===== src/rtl/omok_board_engine.sv =====
// Parametrised Omok board: alternating stone placement with an undo stack and a
// sequential k-in-a-row scan run after each accepted placement.
module omok_board_engine #(
  parameter int MAP_N      = 10,
  parameter int WIN_LEN    = 5,
  parameter int HIST_DEPTH = 100,
  parameter int POS_W      = 8
) (
  input  logic                   clk,
  input  logic                   rst,
  input  logic [POS_W-1:0]       cur_pos,
  input  logic                   put,
  input  logic                   undo,
  output logic [MAP_N*MAP_N-1:0] board_state,
  output logic [MAP_N*MAP_N-1:0] turn_map,
  output logic                   next_color,
  output logic [POS_W:0]         move_count,
  output logic                   busy,
  output logic                   game_over,
  output logic                   winner,
  output logic                   rejected
);

  localparam int CELLS = MAP_N * MAP_N;
  localparam int IDX_W = (CELLS > 1) ? $clog2(CELLS) : 1;
  localparam int HW    = (HIST_DEPTH > 1) ? $clog2(HIST_DEPTH) : 1;
  localparam int RC_W  = $clog2(MAP_N) + 2;
  localparam int RUN_W = $clog2(WIN_LEN + 1) + 1;

  localparam logic [POS_W:0]          CELLS_C   = (POS_W+1)'(CELLS);
  localparam logic [POS_W:0]          HIST_FULL = (POS_W+1)'(HIST_DEPTH);
  localparam logic [POS_W:0]          SP_ONE    = (POS_W+1)'(1);
  localparam logic signed [RC_W-1:0]  N_S       = RC_W'(MAP_N);
  localparam logic signed [RC_W-1:0]  C_ONE     = RC_W'(1);
  localparam logic signed [RC_W-1:0]  C_ZERO    = '0;
  localparam logic [RUN_W-1:0]        RUN_ONE   = RUN_W'(1);
  localparam logic [RUN_W-1:0]        WIN_C     = RUN_W'(WIN_LEN);
  localparam logic [RUN_W-1:0]        STEP_MAX  = RUN_W'(WIN_LEN - 1);

  typedef enum logic [1:0] {IDLE, SCAN, DONE} state_t;

  state_t                  state, state_n;
  logic                    put_q, undo_q;
  logic [POS_W:0]          sp;
  logic [IDX_W-1:0]        hist [HIST_DEPTH];
  logic signed [RC_W-1:0]  org_r, org_c, cr, cc;
  logic                    scan_color;
  logic [1:0]              dir;
  logic                    side;
  logic [RUN_W-1:0]        steps, run;
  logic                    win;

  // Request qualification
  logic                    put_edge, undo_edge, idle;
  logic [IDX_W-1:0]        cur_idx, top_idx;
  logic [POS_W:0]          sp_m1;
  logic                    pos_valid, put_ok, do_put, put_rej, do_undo, undo_rej;
  logic signed [RC_W-1:0]  row0, col0;

  assign put_edge  = put & ~put_q;
  assign undo_edge = undo & ~undo_q;
  assign idle      = (state == IDLE);
  assign cur_idx   = cur_pos[IDX_W-1:0];
  assign pos_valid = ({1'b0, cur_pos} < CELLS_C);
  assign sp_m1     = sp - SP_ONE;
  assign top_idx   = hist[sp_m1[HW-1:0]];
  assign put_ok    = !game_over && pos_valid && !board_state[cur_idx] && (sp != HIST_FULL);
  assign do_put    = idle && put_edge && !undo_edge && put_ok;
  assign put_rej   = idle && put_edge && !undo_edge && !put_ok;
  assign do_undo   = idle && undo_edge && (sp != '0);
  assign undo_rej  = idle && undo_edge && (sp == '0);
  assign row0      = RC_W'(int'(cur_idx) / MAP_N);
  assign col0      = RC_W'(int'(cur_idx) % MAP_N);
  assign move_count = sp;

  // Scan step: one neighbour per cycle along direction dir, side selects +/-
  logic signed [RC_W-1:0]  dr, dc, nr, nc;
  logic                    in_bounds, match, step_win;
  logic [IDX_W-1:0]        nidx;

  // NOTE: combinational blocks use blocking '=' and assign every output a default first, so no latch is inferred.
  always_comb begin
    dr = C_ZERO;
    dc = C_ZERO;
    case (dir)
      2'd0:    dc = C_ONE;
      2'd1:    dr = C_ONE;
      2'd2:    begin dr = C_ONE; dc = C_ONE; end
      default: begin dr = C_ONE; dc = -C_ONE; end
    endcase
    if (side) begin
      dr = -dr;
      dc = -dc;
    end
  end

  assign nr        = cr + dr;
  assign nc        = cc + dc;
  assign in_bounds = (nr >= C_ZERO) && (nr < N_S) && (nc >= C_ZERO) && (nc < N_S);
  assign nidx      = IDX_W'(int'(nr) * MAP_N + int'(nc));
  assign match     = in_bounds && board_state[nidx] && (turn_map[nidx] == scan_color)
                     && (steps < STEP_MAX);
  assign step_win  = match && ((run + RUN_ONE) >= WIN_C);

  always_comb begin
    state_n = state;
    case (state)
      IDLE:    if (do_put) state_n = SCAN;
      SCAN:    if (step_win || (!match && side && dir == 2'd3)) state_n = DONE;
      DONE:    state_n = IDLE;
      default: state_n = IDLE;
    endcase
  end

  // NOTE: sequential state uses non-blocking '<=' so every register updates from the same pre-edge values.
  always_ff @(posedge clk) begin
    if (rst) state <= IDLE;
    else     state <= state_n;
  end

  // NOTE: the history memory has no reset; entries above the stack pointer are never read.
  always_ff @(posedge clk) begin
    if (do_put) hist[sp[HW-1:0]] <= cur_idx;
  end

  always_ff @(posedge clk) begin
    if (rst) begin
      board_state <= '0;
      turn_map    <= '0;
      sp          <= '0;
      next_color  <= 1'b0;
      busy        <= 1'b0;
      game_over   <= 1'b0;
      winner      <= 1'b0;
      rejected    <= 1'b0;
      put_q       <= 1'b0;
      undo_q      <= 1'b0;
      org_r       <= '0;
      org_c       <= '0;
      cr          <= '0;
      cc          <= '0;
      scan_color  <= 1'b0;
      dir         <= '0;
      side        <= 1'b0;
      steps       <= '0;
      run         <= '0;
      win         <= 1'b0;
    end else begin
      put_q    <= put;
      undo_q   <= undo;
      rejected <= put_rej | undo_rej;

      if (do_put) begin
        board_state[cur_idx] <= 1'b1;
        turn_map[cur_idx]    <= next_color;
        sp         <= sp + SP_ONE;
        next_color <= ~next_color;
        busy       <= 1'b1;
        org_r      <= row0;
        org_c      <= col0;
        cr         <= row0;
        cc         <= col0;
        scan_color <= next_color;
        dir        <= '0;
        side       <= 1'b0;
        steps      <= '0;
        run        <= RUN_ONE;
        win        <= 1'b0;
      end else if (do_undo) begin
        board_state[top_idx] <= 1'b0;
        turn_map[top_idx]    <= 1'b0;
        sp         <= sp_m1;
        next_color <= ~next_color;
        game_over  <= 1'b0;
        winner     <= 1'b0;
      end

      if (state == SCAN) begin
        if (match) begin
          cr    <= nr;
          cc    <= nc;
          steps <= steps + RUN_ONE;
          run   <= run + RUN_ONE;
          if (step_win) win <= 1'b1;
        end else begin
          // Side finished: restart from the origin on the other side or next direction
          cr    <= org_r;
          cc    <= org_c;
          steps <= '0;
          side  <= ~side;
          if (side) dir <= dir + 2'd1;
        end
      end

      if (state == DONE) begin
        busy      <= 1'b0;
        game_over <= win;
        winner    <= scan_color;
      end
    end
  end

endmodule


===== config.mk =====
export PLATFORM = sky130hd
export DESIGN_NAME = omok_board_engine
export DESIGN_NICKNAME = d
export VERILOG_FILES = /design/src/rtl/omok_board_engine.sv
export SDC_FILE = /design/constraint.sdc
export NUM_CORES = 1
export LEC_CHECK = 0
export CAP_MARGIN = 20
export CELL_PAD_IN_SITES_DETAIL_PLACEMENT = 1
export CELL_PAD_IN_SITES_GLOBAL_PLACEMENT = 2
export CORE_ASPECT_RATIO = 1.4
export CORE_MARGIN = 4
export CORE_UTILIZATION = 44
export CTS_CLUSTER_DIAMETER = 30
export CTS_CLUSTER_SIZE = 14
export DETAILED_ROUTE_END_ITERATION = 10
export GPL_ROUTABILITY_DRIVEN = 0
export PLACE_DENSITY_LB_ADDON = 0.1
export SYNTH_ARGS = -nofsm -noshare
export SYNTH_HDL_FRONTEND = slang
export SYNTH_SLANG_ARGS = --single-unit

===== constraint.sdc =====
create_clock -name clk -period 6.2 [get_ports clk]
set_clock_uncertainty 0.15 [all_clocks]
set_input_delay 1.24 -clock clk [delete_from_list [all_inputs] [get_ports clk]]
set_output_delay 1.24 -clock clk [all_outputs]
set_load 0.01 [all_outputs]

# Word-level counts from Yosys, hierarchy flattened
# Memories as Yosys holds them, arrays and structs flattened.
# Cells that the tools add are included.
[word_totals] regBits=255 ram_bits=700 in_bits=12 out_inout_bits=214 elab_cells=161 n_memories=1
[memory_table] memory="hist" words=100 word_bits=7 rd=1 rd_ports_with_merged_regs=0 wr=1 line="45" source="logic [IDX_W-1:0] hist [HIST_DEPTH];"
[op_classes] addsub=10 n_mul=1 n_div=2 n_lt_le_gt_ge=12 n_eq_ne=10 muxes=55 bitwise_logic=11 n_reduce_logical=38
[ops] cell="100-bit 2-to-1 mux" n=4
[ops] cell="100-bit bitwise AND" n=2
[ops] cell="100-bit bitwise mux" n=1
[ops] cell="100-bit inverter" n=1
[ops] cell="100-bit bitwise OR" n=1
[ops] cell="6-bit 2-to-1 mux" n=8
[ops] cell="8-bit by 5-bit divider with 32-bit output (second input constant)" n=1
[ops] cell="8-bit by 5-bit remainder unit with 32-bit output (second input constant)" n=1
[ops] cell="7-bit by 8-bit < comparator with 1-bit output (second input constant)" n=3
[ops] cell="4-bit 2-to-1 mux" n=6
[ops] cell="1-bit binary-select mux with 7-bit select" n=3
[ops] cell="1-bit logical AND" n=21
[ops] cell="1-bit 2-to-1 mux" n=21
[ops] cell="9-bit 2-to-1 mux" n=2
[ops] cell="1-bit demux with 7-bit select" n=2
[ops] cell="7-bit by 1-bit greater-or-equal comparator with 1-bit output (second input constant)" n=2
[ops] cell="6-bit adder" n=2
[ops] cell="6-bit by 1-bit greater-or-equal comparator with 1-bit output (second input constant)" n=2
[ops] cell="6-bit by 5-bit < comparator with 1-bit output (second input constant)" n=2
[ops] cell="2-bit 2-to-1 mux" n=6
[ops] cell="6-bit negation" n=2
[ops] cell="6-bit case mux with 2 select lines" n=1
[ops] cell="9-bit by 1-bit adder with 9-bit output (second input constant)" n=1
[ops] cell="9-bit logical NOT" n=1
[ops] cell="other kinds (25)" n=43

# Logic depth before layout (Yosys ltp)
[depth] ltp_word=18 ltp_mapped=24 mapped_depth_nobuf=23

# Worst setup path before layout
# OpenSTA, ideal clock, no wires.
[synth_timing] path_kind="flip-flop to flip-flop" start="register dir[0]" end="register state[0]" setup_time_ns=0.101 t_arrival_ns=5.125 required_time_ns=5.949 path_slack_ns=0.824 stages_incl_launch_ff=25 path_buffers=1 period_less_slack_ns=5.376 path_cell_list="dfxtp_1 > inv_1 > ha_1 > nor2_1 > ha_1 > a21oi_1 > and3_1 > nor2_1 > ha_1 > ha_1 > inv_1 > fa_1 > inv_1 > ha_1 > inv_1 > and3_1 > nor2_1 > mux2i_1 > o22ai_1 > a311oi_1 > o31ai_1 > or3_1 > clkbuf_1 > and3_1 > o41ai_1"
[synth_between] elab_chain_len=18 word_cells_on_any_way=37 classes_between="add/sub (5); mul (1); order compare (4); eq/ne (5); mux (8); reduce/logical (14)"
[synth_lines] element="start, declared" line="48" source="logic [1:0] dir;"
[synth_lines] element="start signal, assigned" line="191" source="if (side) dir <= dir + 2'd1;"
[synth_lines] element="2-bit logical NOT / 2-bit equality test (equally long branches)" line="85" source="case (dir)"
[synth_lines] element="1-bit 2-to-1 mux / 2-bit OR reduction (equally long branches)"
[synth_lines] element="6-bit negation / 6-bit case mux with 2 select lines (equally long branches)" line="92, 85"
[synth_lines] element="6-bit 2-to-1 mux / 6-bit negation (equally long branches)" line="91, 93"
[synth_lines] element="6-bit adder / 6-bit 2-to-1 mux (equally long branches)" line="97, 91"
[synth_lines] element="6-bit by 4-bit multiplier with 6-bit output (tied with other cells)" line="100" source="assign nidx = IDX_W'(int'(nr) * MAP_N + int'(nc));"
[synth_lines] element="7-bit by 6-bit adder with 7-bit output (tied with other cells)" line="100"
[synth_lines] element="1-bit binary-select mux with 7-bit select / 1-bit logical AND (equally long branches)" line="101, 99"
[synth_lines] element="1-bit 2-to-1 mux (not written as such) / 1-bit logical AND (equally long branches)" line="101, 99"
[synth_lines] element="1-bit equality test / 1-bit logical AND (equally long branches)" line="101" source="assign match = in_bounds && board_state[nidx] && (turn_map[nidx] == scan_color)"
[synth_lines] element="1-bit logical AND" line="101"
[synth_lines] element="1-bit logical AND" line="102" source="&& (steps < STEP_MAX);"
[synth_lines] element="1-bit logical NOT" line="109" source="SCAN: if (step_win || (!match && side && dir == 2'd3)) state_n = DONE;"
[synth_lines] element="1-bit logical AND (2 in a row)" line="109"
[synth_lines] element="1-bit logical OR *" line="109"
[synth_lines] element="2-bit != test (no line) *"
[synth_lines] element="2-bit AND reduction (no line) *"
[synth_lines] element="end signal, assigned" line="118" source="else state <= state_n;"
[synth_lines] element="end, declared" line="42" source="state_t state, state_n;"
# Mark *: on every way between the ends. The rest lies on a longest branch, timed or not. The select of a mux whose other input is x is not followed.
# A chain may end at the register's enable or synchronous reset.

# Worst setup path in the final report
[layout_timing] start="register dir[1]" end="register state[0]"
# Same word-level chain as after synthesis.

==> reports/qor.csv <==
metric,value,unit
outcome,finished clean,
p_total,27400,uW
drc,0,
min_path_type,register to register,
sw_frac_of_total,40.8,%
pwr-share-comb,42.9,%
drv_slew,0,
syn2layout_area_growth,23.9,%
drtIter0Drc,2866,
overflow,0,
seqPwrFrac,25.6,%
min_period,5.99,ns
ios,226,
max_cap_violations,0,
finalCritPeriodShare,96.5,%
fmax,167,MHz
r2r_slack,0.21,ns
cp.required,6.70,ns
die_w,271,um
crit_start,dir[1],
syn_area,42600,um2
tns,0,ns
ctsRootBufferMaster,clkbuf_16,
synth_nets,3042,
clock-sinks,953,
report.final.hold_viol_count,0,
async_reset_ff_share,0,%
dp_hpwl,104000,um
intPower,16200,uW
syn_avg_cell_area,14.2,um2
drtPass1Iterations,7,
slew_headroom,23.0,%
ys_ff_latch,953,
hp-start,org_c[4],
layout_commonest_cell,edfxtp_1,
wl_per_cell,31.8,um
port_buffers,225,
cts_hold_buf,0,
layout.nets,3421,
placementRows,134,
fillerInstances,9149,
grt_pass1_wl,221000,um
seq_area,26100,um2
power.switching,11200,uW
final_cell_mix,"edfxtp_1, mux4_2, a21oi_1, dfxtp_1, nor2_1",
rsz0062_at_grt,no,
drt-total-wl,153000,um
power_density,520,nW/um2
timing.rr.start,dir[1],
numCtsBuffers,157,
vdd_drop_max,0.000498,V
path_class,register to register,
synthCells,2995,
synthTopCellsByArea,"edfxtp_1, mux4_2, dfxtp_1, a21oi_1, nor2_1",
clk_path_buf_depth,3,
crit_path_end,state[0],
grtUsageTotal,29.6,%
multi_input_area,15500,um2
synth_edf_count,700,
clk_pin_slew_worst_paths,0.05,ns
ys_warn_count,0,
core-area,95700,um2
synthDistinctLibCells,76,
initial_core_util,44.5,%
rr_worst_depth,22,
cts_htree_levels,4,
r2r-end,state[0],
ant_nets,0,
drive_gt1_share,24.4,%
die_h,376,um
clkPwrFrac,31.6,%
grt_antenna_before_repair,3,
synth_area_leader_cell,edfxtp_1,
yosysSeqAreaShare,61.3,%
vias_per_cell,6.23,
cts_tree,built,
final-setup-viol-count,0,
synth_top_flop_cell,edfxtp_1,
worstSkewPairLatency,0.78,ns
cp-end-kind,register,
vias,29900,
critPathLaunchType,register,
worstPathMaxFanout,6,
grt_max_degree,102,
die_area,102000,um2
p_leak,0.0179,uW
worst_pin_slew,1.15,ns
critical_path_arrival,6.48,ns
grt_pass1_vias,31500,
synth_top_area_share,49.4,%
[power groups by stage]
stage | combinational (uW) | clock (uW) | sequential [uW]
detailed placement | 11500 | 0 | 7140
CTS | 11600 | 8780 | 7010
global route | 12100 | 9110 | 7010
finish | 11800 | 8650 | 7010
global placement | 11400 | 0 | 7130
floorplan | 6800 | 0 | 7080
[how the worst min path moves through the flow]
stage | slack [ns] | endpoint | cells past startpoint
finish | 0.31 | org_c[4] | 2
global placement | 0.30 | org_c[4] | 2
CTS | 0.31 | org_c[4] | 2
floorplan | 0.28 | game_over | 2
global route | 0.31 | org_c[4] | 2
detailed placement | 0.30 | org_c[4] | 2
[timing repair]
action,CTS,global route
setup buffers,0,6
endpoints found under the setup margin,0,23
resized for setup,0,14
[final cells by class]
class	instances	area share [%]
Clock buffer	179	7.86
Multi-Input combinational cell	1759	29.3
Tap cell	1292	3.06
Clock inverter	113	2.19
Antenna cell	2	0.00948
Sequential cell	953	49.4
Inverter	48	0.344
Timing Repair Buffer	455	7.82
[routing by layer]
metal | share of wire [%] | global-route usage (%)
met5 | 0 | 0
met4 | 6.3 | 16.1
met3 | 6.6 | 5.57
met2 | 50 | 50.3
met1 | 37 | 35.8
[sequential cells by signal (all words and copies together) (netlist names), 2 cells and up]
register and flops:
board_state 100, cc 6, cr 6, dir 2, hist 700, move_count 9
org_c 6, org_r 4, run 4, state 2, steps 4, turn_map 100
[worst max-delay path, stage by stage (launching register included)]
cell	delay (ns)
dfxtp_1	0.36
inv_1	0.09
ha_1	0.18
inv_1	0.10
ha_1	0.25
o21ai_1	0.19
inv_1	0.08
fa_1	0.55
inv_1	0.08
ha_2	0.19
fa_1	0.62
xor2_4	0.44
buf_4	0.20
mux2i_1	0.55
nor3_1	0.09
o31ai_1	0.27
buf_4	0.16
or2_2	0.09
a21boi_0	0.07
buf_4	0.15
or3_1	0.42
and3_1	0.27
o41ai_2	0.31
[synth_stat cells, drive strengths merged (23+ instances only)]
cell and number:
mux2i 69, a211oi 99, inv 43, nand3 52, o21ai 37, nor2b 24, mux4 275, edfxtp 700
nand2 185, nor2 244, dfxtp 253, buf 106, ha 31, nor3 92, a21oi 264, clkbuf 130
a211o 68, and3 26, mux2 23
[metrics by stage]
step	area [um2]	utilization [%]	instances	worst slack [ns]	hold slack (ns)
2_1_floorplan	42600	-	2995	0.824	0.282
6_report	52800	55.1	4801	0.214	0.312
3_3_place_gp	47300	49.4	4498	0.287	0.298
3_5_place_dp	47300	49.4	4498	0.0542	0.298
4_1_cts	52600	54.9	4790	0.0236	0.307
5_1_grt	52800	55.1	4801	0.00102	0.313
[kinds of logic after synthesis]
kind of cell / synth area share [%]
buf+inv: 2.98
xor+xnor: 0.638
compound gates: 9.66
mux: 16.8
flops: 61.3
simple gates: 7.56
fa+ha+maj: 1.12
(Power assumes the default switching activity.)
